**src/rtl/keycode_motion_pkg.sv**
```systemverilog
// rtl/keycode_motion_pkg.sv - shared types and constants for the keycode motion block
// Purpose : motion state enum, HID keycodes for W/A/S/D, coordinate width.
// Ports   : none (package).
package keycode_motion_pkg;

   localparam int COORD_W = 10;

   typedef enum logic [2:0] {
      STOP  = 3'd0,
      UP    = 3'd1,
      DOWN  = 3'd2,
      LEFT  = 3'd3,
      RIGHT = 3'd4
   } motion_e;

   localparam logic [7:0] KC_W = 8'h1A;
   localparam logic [7:0] KC_A = 8'h04;
   localparam logic [7:0] KC_S = 8'h16;
   localparam logic [7:0] KC_D = 8'h07;

endpackage

```
**src/rtl/vsync_edge_detect.sv**
```systemverilog
// rtl/vsync_edge_detect.sv - vsync synchroniser with one-cycle falling-edge strobe
// Purpose : brings the asynchronous active-low vsync into the clock domain and
//           emits a registered one-cycle pulse three clocks after it falls.
// Ports   : i_clk       - system clock
//           i_rst_n     - async active-low reset
//           i_vs_n      - raw active-low vertical sync
//           o_fall_tick - one-cycle pulse per synchronised falling edge
module vsync_edge_detect (
   input  logic i_clk,
   input  logic i_rst_n,
   input  logic i_vs_n,
   output logic o_fall_tick
);

   logic r_sync1;
   logic r_sync2;
   logic r_vs_prev;
   logic r_tick;

   // All stages reset to the idle-high level so releasing reset while vsync
   // is high never looks like an edge; a pending pulse is discarded.
   always_ff @(posedge i_clk or negedge i_rst_n) begin
      if (!i_rst_n) begin
         r_sync1   <= 1'b1;
         r_sync2   <= 1'b1;
         r_vs_prev <= 1'b1;
         r_tick    <= 1'b0;
      end else begin
         r_sync1   <= i_vs_n;
         r_sync2   <= r_sync1;
         r_vs_prev <= r_sync2;
         r_tick    <= r_vs_prev & ~r_sync2;
      end
   end

   assign o_fall_tick = r_tick;

endmodule

```
**src/rtl/keycode_motion_ctrl.sv**
```systemverilog
// rtl/keycode_motion_ctrl.sv - per-frame keycode driven sprite motion with edge bounce
// Purpose : once per VGA frame decodes W/A/S/D into a direction, bounces off the
//           screen edges and steps a square sprite; exposes centre, size, state
//           and a debug word for the hex display.
// Option  : KEYCODE_MOTION_HOLD_EN - keycode 0 on a tick forces STOP (move only
//           while a key is held). Undefined: last direction persists.
// Ports   : clk_clk       - system clock
//           reset_reset_n - async active-low reset
//           keycode       - HID keycode, 0 = no key
//           vga_vs        - active-low vertical sync
//           ball_x/ball_y - sprite centre
//           ball_size     - sprite half-width
//           motion        - current motion state
//           frame_tick    - one-cycle frame update strobe
//           hex_dbg       - {ball_x[7:0], ball_y[7:0]}
module keycode_motion_ctrl
   import keycode_motion_pkg::*;
#(
   parameter int X_MIN    = 0,
   parameter int X_MAX    = 639,
   parameter int Y_MIN    = 0,
   parameter int Y_MAX    = 479,
   parameter int X_CENTER = 320,
   parameter int Y_CENTER = 240,
   parameter int STEP     = 1,
   parameter int SIZE     = 4
) (
   input  logic               clk_clk,
   input  logic               reset_reset_n,
   input  logic [7:0]         keycode,
   input  logic               vga_vs,
   output logic [COORD_W-1:0] ball_x,
   output logic [COORD_W-1:0] ball_y,
   output logic [COORD_W-1:0] ball_size,
   output motion_e            motion,
   output logic               frame_tick,
   output logic [15:0]        hex_dbg
);

   // One extra bit so that position minus step/size cannot wrap below zero.
   localparam int SW = COORD_W + 1;

   localparam logic signed [SW-1:0] L_STEP  = SW'(STEP);
   localparam logic signed [SW-1:0] L_SIZE  = SW'(SIZE);
   localparam logic signed [SW-1:0] L_X_MIN = SW'(X_MIN);
   localparam logic signed [SW-1:0] L_X_MAX = SW'(X_MAX);
   localparam logic signed [SW-1:0] L_Y_MIN = SW'(Y_MIN);
   localparam logic signed [SW-1:0] L_Y_MAX = SW'(Y_MAX);
   localparam logic signed [SW-1:0] L_X_LO  = SW'(X_MIN + SIZE);
   localparam logic signed [SW-1:0] L_X_HI  = SW'(X_MAX - SIZE);
   localparam logic signed [SW-1:0] L_Y_LO  = SW'(Y_MIN + SIZE);
   localparam logic signed [SW-1:0] L_Y_HI  = SW'(Y_MAX - SIZE);

   logic                      w_tick;
   motion_e                   r_state;
   motion_e                   w_key_state;
   motion_e                   w_next_state;
   logic [COORD_W-1:0]        r_x;
   logic [COORD_W-1:0]        r_y;
   logic signed [SW-1:0]      w_x_s;
   logic signed [SW-1:0]      w_y_s;
   logic signed [SW-1:0]      w_x_new;
   logic signed [SW-1:0]      w_y_new;

   vsync_edge_detect u_vsync_edge_detect (
      .i_clk       (clk_clk),
      .i_rst_n     (reset_reset_n),
      .i_vs_n      (vga_vs),
      .o_fall_tick (w_tick)
   );

   assign w_x_s = signed'({1'b0, r_x});
   assign w_y_s = signed'({1'b0, r_y});

   // State register
   always_ff @(posedge clk_clk or negedge reset_reset_n) begin
      if (!reset_reset_n) begin
         r_state <= STOP;
      end else begin
         r_state <= w_next_state;
      end
   end

   // Next state: key decode first, then the wall check on the decoded direction
   // so that a wall always wins over the key pressed in the same frame.
   always_comb begin
      w_key_state = r_state;
      case (keycode)
         KC_W:    w_key_state = UP;
         KC_S:    w_key_state = DOWN;
         KC_A:    w_key_state = LEFT;
         KC_D:    w_key_state = RIGHT;
         default: begin
`ifdef KEYCODE_MOTION_HOLD_EN
            if (keycode == 8'h00) begin
               w_key_state = STOP;
            end
`else
            w_key_state = r_state;
`endif
         end
      endcase

      w_next_state = w_key_state;
      case (w_key_state)
         UP:      if (w_y_s - L_SIZE <= L_Y_MIN + L_STEP) w_next_state = DOWN;
         DOWN:    if (w_y_s + L_SIZE >= L_Y_MAX - L_STEP) w_next_state = UP;
         LEFT:    if (w_x_s - L_SIZE <= L_X_MIN + L_STEP) w_next_state = RIGHT;
         RIGHT:   if (w_x_s + L_SIZE >= L_X_MAX - L_STEP) w_next_state = LEFT;
         default: w_next_state = w_key_state;
      endcase

      if (!w_tick) begin
         w_next_state = r_state;
      end
   end

   // Candidate position from the new state, clamped so it can never leave the screen.
   always_comb begin
      w_x_new = w_x_s;
      w_y_new = w_y_s;
      case (w_next_state)
         UP:      w_y_new = w_y_s - L_STEP;
         DOWN:    w_y_new = w_y_s + L_STEP;
         LEFT:    w_x_new = w_x_s - L_STEP;
         RIGHT:   w_x_new = w_x_s + L_STEP;
         default: ;
      endcase
      if (w_x_new < L_X_LO) w_x_new = L_X_LO;
      if (w_x_new > L_X_HI) w_x_new = L_X_HI;
      if (w_y_new < L_Y_LO) w_y_new = L_Y_LO;
      if (w_y_new > L_Y_HI) w_y_new = L_Y_HI;
   end

   always_ff @(posedge clk_clk or negedge reset_reset_n) begin
      if (!reset_reset_n) begin
         r_x <= COORD_W'(X_CENTER);
         r_y <= COORD_W'(Y_CENTER);
      end else if (w_tick) begin
         r_x <= COORD_W'(w_x_new);
         r_y <= COORD_W'(w_y_new);
      end
   end

   // Outputs
   always_comb begin
      motion     = r_state;
      frame_tick = w_tick;
      ball_x     = r_x;
      ball_y     = r_y;
      ball_size  = COORD_W'(SIZE);
      hex_dbg    = {r_x[7:0], r_y[7:0]};
   end

endmodule

```
**config.mk**
```make
export PLATFORM = sky130hd
export DESIGN_NAME = keycode_motion_ctrl
export DESIGN_NICKNAME = d
export VERILOG_FILES = /design/src/rtl/keycode_motion_pkg.sv /design/src/rtl/vsync_edge_detect.sv /design/src/rtl/keycode_motion_ctrl.sv
export SDC_FILE = /design/constraint.sdc
export NUM_CORES = 1
export LEC_CHECK = 0
export BUFFER_PORTS_ARGS = -buffer_cell sky130_fd_sc_hd__buf_2
export CORE_MARGIN = 1
export CORE_UTILIZATION = 55
export CTS_CLUSTER_SIZE = 12
export DETAILED_ROUTE_END_ITERATION = 8
export GPL_TIMING_DRIVEN = 0
export MAX_ROUTING_LAYER = met4
export PLACE_DENSITY = 0.79
export SETUP_SLACK_MARGIN = 0.05
export SYNTH_ARGS = -nofsm -noshare
export SYNTH_HDL_FRONTEND = slang
export SYNTH_SLANG_ARGS = --single-unit
export TNS_END_PERCENT = 1
```
**constraint.sdc**
```tcl
create_clock -name clk_clk -period 11.78 [get_ports clk_clk]
set_clock_uncertainty 0.05 [all_clocks]
set_input_delay 0 -clock clk_clk [delete_from_list [all_inputs] [get_ports clk_clk]]
set_output_delay 0 -clock clk_clk [all_outputs]
set_load 0.01 [all_outputs]
```
==> results of run 1 <==
==> stage by stage <==
stage / cells / hold slack [ps] / utilization (%) / area (sq um) / setup slack [ps]
6_report: 527 / 221 / 64.6 / 3820 / 4640
5_1_grt: 527 / 275 / 64.6 / 3820 / 4200
4_1_cts: 527 / 237 / 64.6 / 3820 / 4720
3_5_place_dp: 521 / 16.2 / 63.4 / 3750 / 4800
3_3_place_gp: 521 / -1.70 / 63.4 / 3750 / 4930
2_1_floorplan: 396 / -346 / - / 3410 / 5720
==> where the power goes <==
group          internal [W]  leakage [nW]  switching [W]  total [W]
Combinational      0.000327          1.46       0.000396   0.000723
Clock             0.0000250        0.0261      0.0000343  0.0000592
Sequential         0.000133         0.307      0.0000765   0.000210
==> critical path, delay by kind of cell (launching register included) <==
family | cells | cell delay (ps)
buf+inv | 3 | 480
compound gates | 14 | 3320
fa+ha+maj | 3 | 1040
simple gates | 4 | 1060
flops | 1 | 590
mux | 1 | 270
xor+xnor | 1 | 210
==> cells in the mapped netlist (all sizes together) (3+ instances only) <==
cell type and n:
o21ai 19, nor2 22, and2 3, a31o 3, xnor2 14, nand4 4
nand3b 3, nand2b 6, clkbuf 3, a211oi 5, and3 4, dfrtp 18
xor2 6, o211ai 5, a21oi 17, a221oi 6, or3 6, a2111oi 3
nor4 6, nand3 11, a22o 3, nand4b 5, buf 32, a22oi 3
inv 34, a31oi 4, nor3 13, nor2b 8, o21a 4, ha 28
nand2 16, or4 3, a21o 7, o31ai 8, o2111ai 4, mux2i 3
a221o 4, dfstp 9, o21bai 3
==> flip-flops by register name (all words and copies together) (netlist names) <==
signal                           flops
ball_x                              10
ball_y                              10
motion                               3
u_vsync_edge_detect.o_fall_tick      1
u_vsync_edge_detect.r_sync1          1
u_vsync_edge_detect.r_sync2          1
u_vsync_edge_detect.r_vs_prev        1
==> layout by cell type (no fill, tap or decap), types with 14 or more instances in the layout <==
cell type,n
buf_2,55
inv_1,32
ha_1,28
buf_4,26
nor2_1,20
dfrtp_1,18
a21oi_1,17
nand2_1,15
o21ai_0,14
xnor2_1,14
==> routing by layer <==
metal / up-vias / routed length [um] / GRT usage (%) / share of wire, %
met5: - / 0 / - / 0
met4: 0 / 99 / 6.07 / 1.2
met3: 8 / 343 / 2.16 / 4.2
met2: 88 / 3850 / 44.1 / 48
met1: 1485 / 3790 / 33.5 / 47
li1: 1561 / - / - / -
==> worst paths after layout <==
kind | slack, ps | cells past startpoint | endpoint
min in group clk_clk | 290 | 2 | u_vsync_edge_detect.r_sync1
max in group asynchronous | 11040 | 2 | ball_y[9]
worst min register to register | 320 | 0 | u_vsync_edge_detect.r_sync2
worst max register to register | 4640 | 26 | ball_x[2]
worst max-delay path | 4640 | 26 | ball_x[2]
worst min-delay path | 220 | 2 | ball_x[4]
==> logic make-up (layout without fill, tap and decap cells) <==
group	count (synthesis)	in the layout	synth area share [%]
buffers and inverters	69	125	11.0
AND/OR/NAND/NOR	118	118	21.1
adder cells (fa/ha/maj)	30	30	11.5
other	2	10	0.222
multiplexers	3	3	1.26
XOR/XNOR	20	20	5.18
AO/OA/AOI/OAI	119	119	29.4
flip-flops	27	27	20.3
==> cell type report <==
type | count | area share [%]
flip-flops and latches | 27 | 18.0
plain buffers | 35 | 6.35
clock inverters | 1 | 0.229
multi-input cells | 300 | 61.5
clock buffers | 3 | 1.08
inverters | 34 | 3.34
well taps | 75 | 2.45
repair buffers | 52 | 7.07
==> timing repair <==
| item | CTS | global route |
|---|---|---|
| hold endpoints to repair | 19 | 0 |
| hold buffers | 2 | 0 |
| setup buffers | 0 | 0 |
==> metrics.yaml, run 1 <==
timing.rr.start: "ball_x[2]"
clk-insertion-delay-late_ps: 290
cts_root_buf: "clkbuf_8"
synth-seq-cells: 27
grtUsageTotal_pct: 26.0
area_delta_synth_final_pct: 13.1
wirelength_mm: 8.08
nets: 494
startpoint_type: "register"
cts_tree: "yes"
setup_tns_ps: 0
grt_max_degree: 28
synth_area_leaders: "dfrtp_1 13%, ha_1 10%, dfstp_2 7.0%"
drv_cap: 0
via_count: 3142
synth_area_sq_mm: 0.00338
pin_count: 61
dieArea_sq_mm: 0.00646
drive_gt1_share_pct: 28.1
drt-initial-drc-count: 143
status: "finished clean"
yosys_warnings: 0
synthDistinctLibCells: 85
rsz0062_at_grt: "false"
drc_errors: 0
row_count: 28
synth_flop_cell: "dfrtp_1"
overflow: 0
crit_type: "register to register"
ctsLongestPathBuffers: 2
netlist.area_leader.share_pct: 13.3
hold_viol: 0
synth-edff-count: 0
diodes: 0
worst_setup_path_end_kind: "register"
die_x_um: 80.4
viasPerCell: 5.96
fmax_mhz: 140
die_h_um: 80.4
initial_core_util_pct: 57.1
wire_per_inst_um: 15.3
arrival_ps: 7280
setup_viol: 0
worst_pin_slew_ps: 696
cp.required_ps: 11920
antenna_found_initial: 0
core_sq_mm: 0.00592
period_share_pct: 60.6
regArea_sq_um: 687
p_per_area_mw_per_mm2: 259
num-fill-cells: 506
critical-path-slowest-cell: "a32oi_2"
first_pass_iters: 4
max_stage_delay_ps: 620
portBuffers: 50
critPathLaunch: "ball_x[2]"
grt_pass1_wl_mm: 12.9
htree_levels: 1
crit_top_cell: "ha_1"
multi_input_area_sq_mm: 0.00235
cts_buffers: 3
drv_slew: 0
hp-class: "input port to async pin"
avgSynthCellArea_sq_um: 8.71
vdd.ir_drop.worst_mv: 0.137
clkTransAtPathRegs_ps: 110
grt_pass1_vias: 2776
ant_nets: 0
dp_hpwl_mm: 6.30
fin_crit_ps: 7140
synthCells: 388
ys_seq_area_share_pct: 20.3
cts_resized: 0
p_leak_nw: 1.80
power_w: 0.000992
yosys.area.top_type: "dfrtp_1"
slew_headroom_pct: 52.4
ys_async_sr_fraction_pct: 100
path_max_fanout: 12
gp_congestion: 0.873
cts_sinks: 27
Power figures use the tool's default switching activity.
==> inputs of run 2 (changes only) <==
--- a/config.mk
+++ b/config.mk
@@ -5,6 +5,7 @@
 export SDC_FILE = /design/constraint.sdc
 export NUM_CORES = 1
 export LEC_CHECK = 0
+export ABC_AREA = 1
 export BUFFER_PORTS_ARGS = -buffer_cell sky130_fd_sc_hd__buf_2
 export CORE_MARGIN = 1
 export CORE_UTILIZATION = 55
@@ -12,7 +13,7 @@
 export DETAILED_ROUTE_END_ITERATION = 8
 export GPL_TIMING_DRIVEN = 0
 export MAX_ROUTING_LAYER = met4
-export PLACE_DENSITY = 0.79
+export PLACE_DENSITY = 0.78
 export SETUP_SLACK_MARGIN = 0.05
 export SYNTH_ARGS = -nofsm -noshare
 export SYNTH_HDL_FRONTEND = slang
==> constraint.sdc (replaced) <==
create_clock -name clk_clk -period 7.5 [get_ports clk_clk]
set_clock_uncertainty 0.05 [all_clocks]
set_input_delay 0 -clock clk_clk [delete_from_list [all_inputs] [get_ports clk_clk]]
set_output_delay 0 -clock clk_clk [all_outputs]
set_load 0.01 [all_outputs]
==> run 2 against run 1 <==
- non-clock buffer count is 1 lower
- critical path type unchanged
- sequential share of layout area shrank 0.82 points
- via count grew 13%
==> metrics.yaml, run 2 <==
place_inst: 673  # was 521
synthCells: 540  # was 388
worst_pin_slew_ps: 643  # was 696 ps
nets: 646  # was 494
synthMostInstantiatedCell: "nand2_1"  # was inv_1
intPower_w: 0.000868  # was 0.000485 W
cts_root_buf: "clkbuf_8"  # unchanged
clock_power_share_pct: 4.3  # was 6.0%
grt_pass1_vias: 3221  # was 2,776
netlist.area_leader.share_pct: 12.6  # was 13.3%
timing.rr.start: "ball_x[2]"  # unchanged
setup_tns_ps: 0  # unchanged
via_count: 3540  # was 3,142
viasPerCell: 5.21  # was 5.96
combPwrFrac_pct: 80.4  # was 72.9%
ant_nets: 0  # unchanged
overflow: 0  # unchanged
arrival_ps: 6360  # was 7280 ps
pin_count: 61  # unchanged
ys_seq_area_share_pct: 19.3  # was 20.3%
drv_cap: 0  # unchanged
wire_per_inst_um: 12.5  # was 15.3 um
portBuffers: 50  # unchanged
num-fill-cells: 583  # was 506
synth_area_leaders: "dfrtp_1 13%, nand2_1 11%, ha_1 9.8%"  # was dfrtp_1 13%, ha_1 10%, dfstp_2 7.0%
worst_setup_path_end_kind: "register"  # unchanged
reg2reg_to: "ball_x[2]"  # unchanged
path_max_fanout: 9  # was 12
p_per_area_mw_per_mm2: 501  # was 259 mW/mm^2
timing.hold.ws_ps: 218  # was 221 ps
final_common_cell: "nand2_1"  # was buf_2
cts_tree: "yes"  # unchanged
cts_sinks: 27  # unchanged
crit_type: "register to register"  # unchanged
p_seq_share_pct: 15.2  # was 21.1%
synthTopCellsByCount: "109 x nand2_1, 78 x inv_1, 51 x nor2_1"  # was 32 x inv_1, 28 x ha_1, 26 x buf_4
initial_core_util_pct: 58.5  # was 57.1%
dieArea_sq_mm: 0.00681  # was 0.00646 sq mm
avgSynthCellArea_sq_um: 6.60  # was 8.71 sq um
p_leak_nw: 2.21  # was 1.80 nW
setup_viol: 0  # unchanged
yosys.area.top_type: "dfrtp_1"  # unchanged
fin_crit_ps: 6230  # was 7140 ps
drive_gt1_share_pct: 26.5  # was 28.1%
p_sw_w: 0.00114  # was 0.000507 W
status: "finished clean"  # unchanged
hold_viol: 0  # unchanged
diodes: 0  # unchanged
critical-path-slowest-cell: "dfrtp_1"  # was a32oi_2
clkTransAtPathRegs_ps: 100  # was 110 ps
grtUsageTotal_pct: 27.1  # was 26.0%
gp_congestion: 0.895  # was 0.873
startpoint_type: "register"  # unchanged
antenna_found_initial: 0  # unchanged
synth_flop_cell: "dfrtp_1"  # unchanged
synth-seq-cells: 27  # unchanged
finalNonFillerCells: 679  # was 527
period_share_pct: 83.0  # was 60.6%
row_count: 28  # unchanged
drv_slew: 0  # unchanged
die_h_um: 82.5  # was 80.4 um
crit_end: "ball_x[2]"  # unchanged
first_pass_iters: 4  # unchanged
htree_levels: 1  # unchanged
netSwitchingFraction_pct: 56.8  # was 51.1%
grt_pass1_wl_mm: 13.9  # was 12.9 mm
rsz0062_at_grt: "false"  # unchanged
layout_common_cells: "109 x nand2_1, 78 x inv_1, 54 x buf_2"  # was 55 x buf_2, 32 x inv_1, 28 x ha_1
die_x_um: 82.5  # was 80.4 um
grt_max_degree: 28  # unchanged
worstRegToRegCells: 37  # was 26
reg2reg_slack_ps: 1270  # was 4640 ps
fmax_mhz: 161  # was 140 MHz
dp_hpwl_mm: 6.69  # was 6.30 mm
drt-initial-drc-count: 153  # was 143
clk-insertion-delay-late_ps: 280  # was 290 ps
synth_area_sq_mm: 0.00356  # was 0.00338 sq mm
synthDistinctLibCells: 38  # was 85
core_sq_mm: 0.00610  # was 0.00592 sq mm
vdd.ir_drop.worst_mv: 0.358  # was 0.137 mV
cp.required_ps: 7630  # was 11,920 ps
critPathLaunch: "ball_x[2]"  # unchanged
synth-edff-count: 0  # unchanged
ctsLongestPathBuffers: 2  # unchanged
max_stage_delay_ps: 500  # was 620 ps
yosys_warnings: 0  # unchanged
area_delta_synth_final_pct: 12.4  # was 13.1%
hp-class: "input port to async pin"  # unchanged
ys_async_sr_fraction_pct: 100  # unchanged
slew_headroom_pct: 57.1  # was 52.4%
cts_buffers: 3  # unchanged
drc_errors: 0  # unchanged
postCtsSetupBuffers: 0  # unchanged
wirelength_mm: 8.52  # was 8.08 mm
run 2: cell count changes after synthesis, moves of 9 or more:
cell and delta:
a21oi_1 +13, inv_1 +46, nand2_1 +94, nand2_2 +20, nand3_1 +19, nor2_1 +31
o21ai_0 +13, xnor2_1 -9
run 2: critical path: cells and delay by family (launching register included):
kind,cells,cell delay (ps)
flip-flops,1,500
adder cells (fa/ha/maj),3,1060
XOR/XNOR,1,160
AND/OR/NAND/NOR,19,1980
AO/OA/AOI/OAI,10,1560
buffers and inverters,4,810
run 2: power groups by stage:
stage / Sequential (W) / Clock (W) / Combinational [W]
final: 0.000306 / 0.0000870 / 0.00161
after global routing: 0.000315 / 0.0000926 / 0.00184
after CTS: 0.000305 / 0.0000884 / 0.00160
after detailed placement: 0.000309 / 0 / 0.00159
after global placement: 0.000307 / 0 / 0.00155
after floorplan: 0.000301 / 0 / 0.00125
run 2: cell families after synthesis:
family                     Yosys count  synth area share (%)
AOI/OAI and AO/OA                   92                  15.5
xor gates and xnor gates            19                  4.67
adders and majority gates           30                  11.0
buffers and inverters              119                  15.9
DFF                                 27                  19.3
other                                2                 0.211
and+or+nand+nor                    251                  33.6
run 2: how the worst min path moves through the flow:
stage | from | to | slack, ps | depth (start not counted)
detailed placement | reset_reset_n | ball_y[3] | -4 | 1
global route | reset_reset_n | ball_y[9] | 260 | 2
global placement | reset_reset_n | ball_y[3] | -7 | 1
CTS | reset_reset_n | ball_y[2] | 220 | 2
floorplan | reset_reset_n | ball_x[0] | -350 | 0
finish | reset_reset_n | ball_y[9] | 220 | 2
run 2: stage by stage:
stage | power [W] | cell area (sq um) | util [%] | setup slack [ps]
global route | 0.00225 | 4010 | 65.7 | 597
finish | 0.00201 | 4010 | 65.7 | 1270
floorplan | 0.00155 | 3590 | - | 2190
global placement | 0.00185 | 3940 | 64.6 | 1500
detailed placement | 0.00190 | 3940 | 64.6 | 1370
CTS | 0.00200 | 4010 | 65.7 | 1330
run 2: repair_timing:
| item | 4_1_cts | 5_1_grt |
|---|---|---|
| gates resized for setup | 0 | 0 |
| hold buffers | 2 | 0 |
| hold endpoints to repair | 19 | 0 |
| endpoints found under the setup margin | 0 | 0 |
run 2: area by class of cell:
type | count | area, sq um | share of cell area (%)
flip-flops and latches | 27 | 687 | 17.1
inverters | 85 | 319 | 7.96
clock inverters | 1 | 7.51 | 0.187
well taps | 75 | 93.8 | 2.34
plain buffers | 34 | 246 | 6.15
clock buffers | 3 | 41.3 | 1.03
repair buffers | 52 | 270 | 6.74
multi-input cells | 402 | 2340 | 58.4
run 2: metal layers:
layer,wire length (um),vias to the layer above,share of wire (%),track usage [%]
met2,4330,113,51,50.6
met4,116,0,1.4,6.38
met5,0,-,0,-
li1,-,1823,-,-
met3,377,15,4.4,2.75
met1,3690,1589,43,30.9
